--- config.mk ---
export PLATFORM = sky130hd
export DESIGN_NAME = bits_gather_flat
export DESIGN_NICKNAME = d
export VERILOG_FILES = /design/src/rtl/bits_gather_if.sv /design/src/rtl/bits_gather.sv /design/src/flat_wrapper.sv
export SDC_FILE = /design/constraint.sdc
export NUM_CORES = 1
export LEC_CHECK = 0
export CAP_MARGIN = 20
export CORE_MARGIN = 2
export CORE_UTILIZATION = 34
export DETAILED_ROUTE_END_ITERATION = 10
export MAX_ROUTING_LAYER = met4
export RECOVER_POWER = 100
export SYNTH_ARGS = -nofsm -noshare
export SYNTH_HDL_FRONTEND = slang
export SYNTH_SLANG_ARGS = --single-unit
--- constraint.sdc ---
create_clock -name clk -period 1.85 [get_ports clk]
set_input_delay 0.4625 -clock clk [delete_from_list [all_inputs] [get_ports clk]]
set_output_delay 0.4625 -clock clk [all_outputs]
set_load 0.01 [all_outputs]
--- src/rtl/bits_gather_if.sv ---
// Strobe, serial-input and symbol-output bundle for bits_gather.
// master drives strobes and serial bits; slave is the gatherer.
interface bits_gather_if #(
  parameter int M     = 8,
  parameter int ERR_W = 8
);
  logic             ce_1M;
  logic             ce_2M;
  logic             bypass;
  logic             I;
  logic             I_vld;
  logic [M-1:0]     O;
  logic             O_vld;
  logic             err;
  logic [ERR_W-1:0] err_cnt;

  modport master (
    output ce_1M, ce_2M, bypass, I, I_vld,
    input  O, O_vld, err, err_cnt
  );

  modport slave (
    input  ce_1M, ce_2M, bypass, I, I_vld,
    output O, O_vld, err, err_cnt
  );
endinterface

--- src/rtl/bits_gather.sv ---
// Serial-to-parallel symbol gatherer: N LSB-first bits at the 2M strobe form one
// M-bit word per 1M period, with a one-bit bypass path and framing-error counting.
module bits_gather #(
  parameter int N                = 2,
  parameter int M                = 8,
  parameter int BYPASS_SELECTION = 1,
  parameter int ERR_W            = 8
) (
  input  logic         clk,
  input  logic         rst,
  bits_gather_if.slave bus
);

  localparam int CW = $clog2(N + 1);

  localparam logic [0:0] IDLE    = 1'b0;
  localparam logic [0:0] COLLECT = 1'b1;

  logic [0:0]       state_q, state_d;
  logic [CW-1:0]    cnt_q, cnt_d;
  logic [N-1:0]     sh_q, sh_d;
  logic [M-1:0]     o_q, o_d;
  logic             o_vld_q, o_vld_d;
  logic             err_q, err_d;
  logic [ERR_W-1:0] err_cnt_q, err_cnt_d;

  logic          sample;
  logic          start;
  logic          load;
  logic [N-1:0]  sh_n;
  logic [CW-1:0] cnt_n;

  assign sample = bus.ce_2M & bus.I_vld;
  assign start  = sample & bus.ce_1M;

  always_comb begin
    state_d   = state_q;
    cnt_d     = cnt_q;
    sh_d      = sh_q;
    o_d       = o_q;
    o_vld_d   = 1'b0;
    err_d     = 1'b0;
    err_cnt_d = err_cnt_q;
    load      = 1'b0;
    sh_n      = sh_q;
    cnt_n     = cnt_q;

    if (bus.bypass) begin
      // Bypass holds the collector idle, so leaving bypass drops any partial symbol silently.
      state_d = IDLE;
      cnt_d   = '0;
      sh_d    = '0;
      if (start) begin
        o_d                   = '0;
        o_d[BYPASS_SELECTION] = bus.I;
        o_vld_d               = 1'b1;
      end
    end else begin
      case (state_q)
        IDLE: begin
          if (start) begin
            sh_n    = '0;
            sh_n[0] = bus.I;
            cnt_n   = CW'(1);
            load    = 1'b1;
          end else if (sample) begin
            err_d = 1'b1;
          end
        end
        COLLECT: begin
          if (start) begin
            err_d   = 1'b1;
            sh_n    = '0;
            sh_n[0] = bus.I;
            cnt_n   = CW'(1);
            load    = 1'b1;
          end else if (sample) begin
            for (int unsigned i = 0; i < N; i++) begin
              if (i == 32'(cnt_q)) sh_n[i] = bus.I;
            end
            cnt_n = CW'(32'(cnt_q) + 1);
            load  = 1'b1;
          end else if (bus.ce_2M) begin
            err_d   = 1'b1;
            state_d = IDLE;
            cnt_d   = '0;
            sh_d    = '0;
          end
        end
        default: begin
          state_d = IDLE;
          cnt_d   = '0;
          sh_d    = '0;
        end
      endcase

      // Completion is judged on the post-sample count, so N=1 finishes on the start sample.
      if (load) begin
        if (32'(cnt_n) == N) begin
          o_d     = M'(sh_n);
          o_vld_d = 1'b1;
          state_d = IDLE;
          cnt_d   = '0;
          sh_d    = '0;
        end else begin
          state_d = COLLECT;
          cnt_d   = cnt_n;
          sh_d    = sh_n;
        end
      end
    end

    if (err_d && (err_cnt_q != '1)) err_cnt_d = err_cnt_q + 1'b1;
  end

  always_ff @(posedge clk or posedge rst) begin
    if (rst) begin
      state_q   <= IDLE;
      cnt_q     <= '0;
      sh_q      <= '0;
      o_q       <= '0;
      o_vld_q   <= 1'b0;
      err_q     <= 1'b0;
      err_cnt_q <= '0;
    end else begin
      state_q   <= state_d;
      cnt_q     <= cnt_d;
      sh_q      <= sh_d;
      o_q       <= o_d;
      o_vld_q   <= o_vld_d;
      err_q     <= err_d;
      err_cnt_q <= err_cnt_d;
    end
  end

  assign bus.O       = o_q;
  assign bus.O_vld   = o_vld_q;
  assign bus.err     = err_q;
  assign bus.err_cnt = err_cnt_q;

endmodule

--- src/flat_wrapper.sv ---
// flat-port wrapper written by rule: the top's interface ports become plain ports
module bits_gather_flat 
#(
  parameter int N                = 2,
  parameter int M                = 8,
  parameter int BYPASS_SELECTION = 1,
  parameter int ERR_W            = 8
)
  (clk, rst, bus_ce_1M, bus_ce_2M, bus_bypass, bus_I, bus_I_vld, bus_O, bus_O_vld, bus_err, bus_err_cnt);
  bits_gather_if #(.M(M), .ERR_W(ERR_W)) bus_i ();
  input  logic clk;
  input  logic rst;
  input wire logic [$bits(bus_i.ce_1M)-1:0] bus_ce_1M;
  input wire logic [$bits(bus_i.ce_2M)-1:0] bus_ce_2M;
  input wire logic [$bits(bus_i.bypass)-1:0] bus_bypass;
  input wire logic [$bits(bus_i.I)-1:0] bus_I;
  input wire logic [$bits(bus_i.I_vld)-1:0] bus_I_vld;
  output wire logic [$bits(bus_i.O)-1:0] bus_O;
  output wire logic [$bits(bus_i.O_vld)-1:0] bus_O_vld;
  output wire logic [$bits(bus_i.err)-1:0] bus_err;
  output wire logic [$bits(bus_i.err_cnt)-1:0] bus_err_cnt;
  assign bus_i.ce_1M = bus_ce_1M;
  assign bus_i.ce_2M = bus_ce_2M;
  assign bus_i.bypass = bus_bypass;
  assign bus_i.I = bus_I;
  assign bus_i.I_vld = bus_I_vld;
  assign bus_O = bus_i.O;
  assign bus_O_vld = bus_i.O_vld;
  assign bus_err = bus_i.err;
  assign bus_err_cnt = bus_i.err_cnt;
  bits_gather #(.N(N), .M(M), .BYPASS_SELECTION(BYPASS_SELECTION), .ERR_W(ERR_W)) u_core (.clk(clk), .rst(rst), .bus(bus_i));
endmodule
Word-level counts from Yosys, hierarchy flattened
Index checks and enable logic that the tools add are counted.
W data, S select, Z words.
{"block": "word_totals", "output_inout_bits": 18, "wordCells": 72, "in_bits": 7, "ff_bits": 23}
{"block": "op_classes", "n_mux": 46, "n_addsub": 2, "n_bitwise": 3, "reduce_logical": 8, "n_eq_ne": 6}
{"operator": "$mux W2", "count": 17}
{"operator": "$mux W8", "count": 4}
{"operator": "$mux W1", "count": 21}
{"operator": "$add A8 B1 Y8 const B", "count": 1}
{"operator": "$ne A8 B8 Y1 const B", "count": 1}
{"operator": "$pmux W2 S2", "count": 2}
{"operator": "$ne A3 B3 Y1 const B", "count": 2}
{"operator": "$reduce_bool A3 Y1", "count": 2}
{"operator": "$pmux W1 S2", "count": 2}
{"operator": "$reduce_and A4 Y1", "count": 1}
{"operator": "$reduce_bool A2 Y1", "count": 2}
{"operator": "$reduce_and A3 Y1", "count": 1}
{"operator": "$add A2 B1 Y2 const B", "count": 1}
{"operator": "$and A1 B1 Y1", "count": 2}
{"operator": "$eq A1 B2 Y1 const A", "count": 1}
{"operator": "$eq A2 B2 Y1 const B", "count": 1}
{"operator": "$logic_not A2 Y1", "count": 1}
{"operator": "$ne A2 B1 Y1 const B", "count": 1}
{"operator": "$logic_and A1 B1 Y1", "count": 1}
{"operator": "$not A1 Y1", "count": 1}

Longest topological paths before layout
{"block": "logic_depth", "depth_word": 9, "ltp_mapped": 6}

Least setup slack after synthesis
Ideal clock, no wire load.
{"block": "synth_timing", "path_kind": "input port to flip-flop", "from": "in bus_ce_1M", "to": "reg u_core.err_cnt_q[6], in the netlist u_core.bus.err_cnt[6]", "setup_time_ns": 0.128, "cell_stages": 5, "setup_slack_ns": 0.282, "arrival_time_ns": 1.440, "cell_sequence": "buf_4 > nor2b_4 > xnor2_2 > nor4_2 > mux2_1"}
{"block": "synth_via", "elab_chain_len": 5, "word_cells_on_any_way": 6, "cone_classes": "mux (4); bitwise (1); reduce/logical (1)"}
{"item": "start: declaration", "line_no": "flat_wrapper.sv:13", "text": "input wire logic [$bits(bus_i.ce_1M)-1:0] bus_ce_1M;"}
{"item": "$and A1 B1 Y1 (*)", "line_no": "bits_gather.sv:34", "text": "assign start = sample & bus.ce_1M;"}
{"item": "$mux W1, on equally long branches", "line_no": "bits_gather.sv:71, bits_gather.sv:61"}
{"item": "$pmux W1 S2 (*)", "line_no": "bits_gather.sv:59", "text": "case (state_q)"}
{"item": "$mux W1 (*)", "line_no": "bits_gather.sv:48", "text": "if (bus.bypass) begin"}
{"item": "$logic_and A1 B1 Y1 (*)", "line_no": "bits_gather.sv:113", "text": "if (err_d && (err_cnt_q != '1)) err_cnt_d = err_cnt_q + 1'b1;"}
{"item": "end signal: assignment", "line_no": "bits_gather.sv:132", "text": "err_cnt_q <= err_cnt_d;"}
{"item": "end: declaration", "line_no": "bits_gather.sv:25", "text": "logic [ERR_W-1:0] err_cnt_q, err_cnt_d;"}
Mark *: on every way between the ends. The rest lies on a longest branch, timed or not.
A chain may end at the register's enable or synchronous reset.

Worst setup path after layout
{"block": "layout_timing", "from": "reg u_core.err_cnt_q[4], in the netlist u_core.bus.err_cnt[4]", "to": "out bus_err_cnt[4]"}
{"item": "end: declaration", "line_no": "flat_wrapper.sv:21", "text": "output wire logic [$bits(bus_i.err_cnt)-1:0] bus_err_cnt;"}
No word-level cell between the ends.

==> summary.txt <==
Cells and area
  • Share of layout cells above drive strength 1: 0.1357
  • Fillers: 278
  • Nets@finish: 151
  • Area delta synth->final: 27.58%
  • Ant. Diodes: 0

GRT
  • Congestion Overflow GR: 0
  • Pin count of the biggest net entering global routing: 18
  • Total track usage: 0.1397
  • Vias in the first global route: 858
  • Initial antenna violation count: 0
  • First-pass GRT wire length: between 3000 and 4000 um

Floorplanning
  • Total die area: 3485 um2
  • Die height: 59.04 um
  • Starting Density: 0.3671
  • Core ar.: 2805 um2
  • IO Pins: 25
  • # rows: 19
  • Die span in x: 59.04 um

Outcome
  • Status: finished, final reports clean

Synth
  • Sequential area share after synthesis: 0.4131
  • Mapped Cells: 109
  • Async SR Flop Fraction: 1.000
  • Netlist cell types: 41
  • Mapped Area: 1030 um2
  • Synth Flop Type: dfrtp_1
  • Synth warn: 0
  • Mean Syn Cell Area: 9.447 um2
  • Yosys reg bits: 17
  • Number of synthesized flops with an enable pin: 0

Setup path
  • Crit path buf inv count: 1
  • Required time of the critical path: 1.39 ns
  • Worst setup SP type: register
  • Crit-path cells: clkdlybuf4s50_1
  • Crit path kind: reg2out
  • Worst EP arrival: 1.32 ns
  • Critical path's largest stage delay: 0.57 ns
  • CP top delay family: buffers and inverters
  • Setup crit end kind: primary output
  • Worst Path Max Fanout: 7
  • Crit-path slowest cell: clkdlybuf4s50_1

Clock tree
  • # clock sinks: 17
  • TritonCTS Buffers: 3
  • CTS clk-pin slew, worst paths: between 0.1 and 0.15 ns
  • Htree depth: 1
  • Skew-Pair Late Insertion Delay: 0.30 ns
  • Number of post-CTS setup repair buffers: 0
  • Clock buffer depth: 2
  • # hold bufs at CTS: 0
  • Clock Root Buffer: clkbuf_4
  • CTS tree: yes

Power and ir drop
  • Leakage: 0.5876 nW
  • P per Cell Area: 760.1 nW/um2
  • Final Power: around 1000 uW
  • Peak supply drop: 0.3191 mV

STA
  • Fin crit share: 0.9641
  • Hold Vio Cnt, Final: 0
  • Unrepaired setup endpoints after global routing: no
  • Least-Margin Pin Slew: ~0.96 ns
  • FMAX: 560.7 MHz
  • Fin. max-slew vios: 0
  • Relative slew slack: 0.3630
  • Worst Skew: 0.005278 ns
  • Post-layout min period: 1.784 ns
  • Setup-failing EPs final: 0
  • WHS: ~0.52 ns

Route
  • Detailed-route via count: 903
  • Routed Wire Length: 2139 um
  • Drt drc: 0
  • Drt first pass iters: 4
  • WL/cell: 12.51 um
  • Via/cell ratio: 5.281
  • Post-route ant nets: 0
  • First DRT Iteration DRCs: 25

Placed design
  • Gpl congestion: 0.8999
  • IO Port Bufs: 18
  • Dpl hpwl: approximately 1600 um

Hold path
  • Hold Crit Class: reg2reg

Run
  • Max cap viols: 0
## state kept, by name (all words and copies together), names as in the netlist
register            flops
u_core.state_q          1
u_core.bus.O            2
u_core.bus.err_cnt      8
u_core.bus.O_vld        1
u_core.bus.err          1
u_core.sh_q             2
u_core.cnt_q            2
## cells in the final DEF (no fill, tap or decap), types with 2 or more instances in the layout
cell type / instances
dfrtp_1: 17
nand2_1: 13
clkdlybuf4s50_1: 13
buf_4: 9
inv_1: 6
conb_1: 6
nor3_1: 5
a21oi_1: 5
dlygate4sd3_1: 5
nor2_1: 4
xor2_1: 4
clkbuf_4: 4
nand4_1: 3
nand3_1: 3
mux2_1: 3
ha_1: 3
clkbuf_1: 3
a21o_1: 2
nor2b_1: 2
o21ai_0: 2
o22ai_1: 2
nor4_2: 2
## per-stage QoR
step	area (um2)	worst slack [ns]	std cells	setup TNS [ns]	utilization
6_report	1314	0.06640	171	0	0.4683
5_1_grt	1314	0.009875	171	0	0.4683
4_1_cts	1328	0.06020	171	0	0.4732
3_5_place_dp	1300	-0.2232	167	-1.436	0.4634
3_3_place_gp	1300	-0.1841	167	-1.023	0.4634
2_1_floorplan	1049	0.2823	114	0	-
## final timing paths
path,from,to,slack [ns],cells past startpoint
min reg2reg,u_core.bus.err_cnt[3]$_DFFE_PP0P_,u_core.bus.err_cnt[3]$_DFFE_PP0P_,0.52,1
min,u_core.bus.err_cnt[3]$_DFFE_PP0P_,u_core.bus.err_cnt[3]$_DFFE_PP0P_,0.52,1
max,u_core.bus.err_cnt[4]$_DFFE_PP0P_,bus_err_cnt[4],0.07,1
min in group asynchronous,rst,u_core.bus.O[1]$_DFFE_PP0P_,0.87,3
max reg2reg,u_core.bus.err_cnt[0]$_DFFE_PP0P_,u_core.bus.err_cnt[1]$_DFFE_PP0P_,0.18,5
max in group asynchronous,rst,u_core.bus.err_cnt[3]$_DFFE_PP0P_,0.40,3
## cells by family after synthesis
| family | after synthesis | share of synthesized area |
|---|---|---|
| XOR/XNOR | 5 | 0.04982 |
| buffers and inverters | 15 | 0.08505 |
| AND/OR/NAND/NOR | 45 | 0.2491 |
| other | 1 | 0.003642 |
| adder cells (fa/ha/maj) | 3 | 0.03646 |
| flip-flops | 17 | 0.4131 |
| AO/OA/AOI/OAI | 20 | 0.1300 |
| multiplexers | 3 | 0.03280 |
## final cells by class
class,instances,area (um2),area share
clock buffers,3,22.52,0.01714
clock inverters,1,5.005,0.003810
inverters,6,22.52,0.01714
multi-input cells,82,533.0,0.4057
flip-flops and latches,17,425.4,0.3238
well taps,31,38.79,0.02952
repair buffers,31,266.5,0.2029
## report_power, final
group	switching (mW)	internal [mW]	leakage (nW)
Sequential	0.0671	0.424	0.226
Clock	0.130	0.0806	0.0177
Combinational	0.126	0.171	0.344
## metal layers
layer  part of all wire  track usage  up-vias  wire length (um)
li1                   -            -      438                 -
met1               0.44       0.1577      442               939
met2               0.51       0.2413       23              1090
met3              0.051      0.04148        0               110
met4                  0      0.03571        0                 0
met5                  0            -        -                 0
## cells in the mapped netlist (3+ instances only)
master / count / area share
and2_1: 3 / 0.018
nand3_1: 3 / 0.015
ha_1: 3 / 0.036
xor2_1: 4 / 0.034
nand4_1: 3 / 0.018
a21oi_1: 5 / 0.024
nand2_1: 13 / 0.047
nor3_1: 4 / 0.019
dfrtp_1: 17 / 0.41
nor2_1: 4 / 0.015
mux2_1: 3 / 0.033
buf_4: 8 / 0.058
inv_1: 6 / 0.022
## timing repair
item / CTS / global route
endpoints found under the hold margin: 0 / 0
resized for setup: 0 / 2
endpoints found under the setup margin: 0 / 2
(Power assumes the default switching activity.)
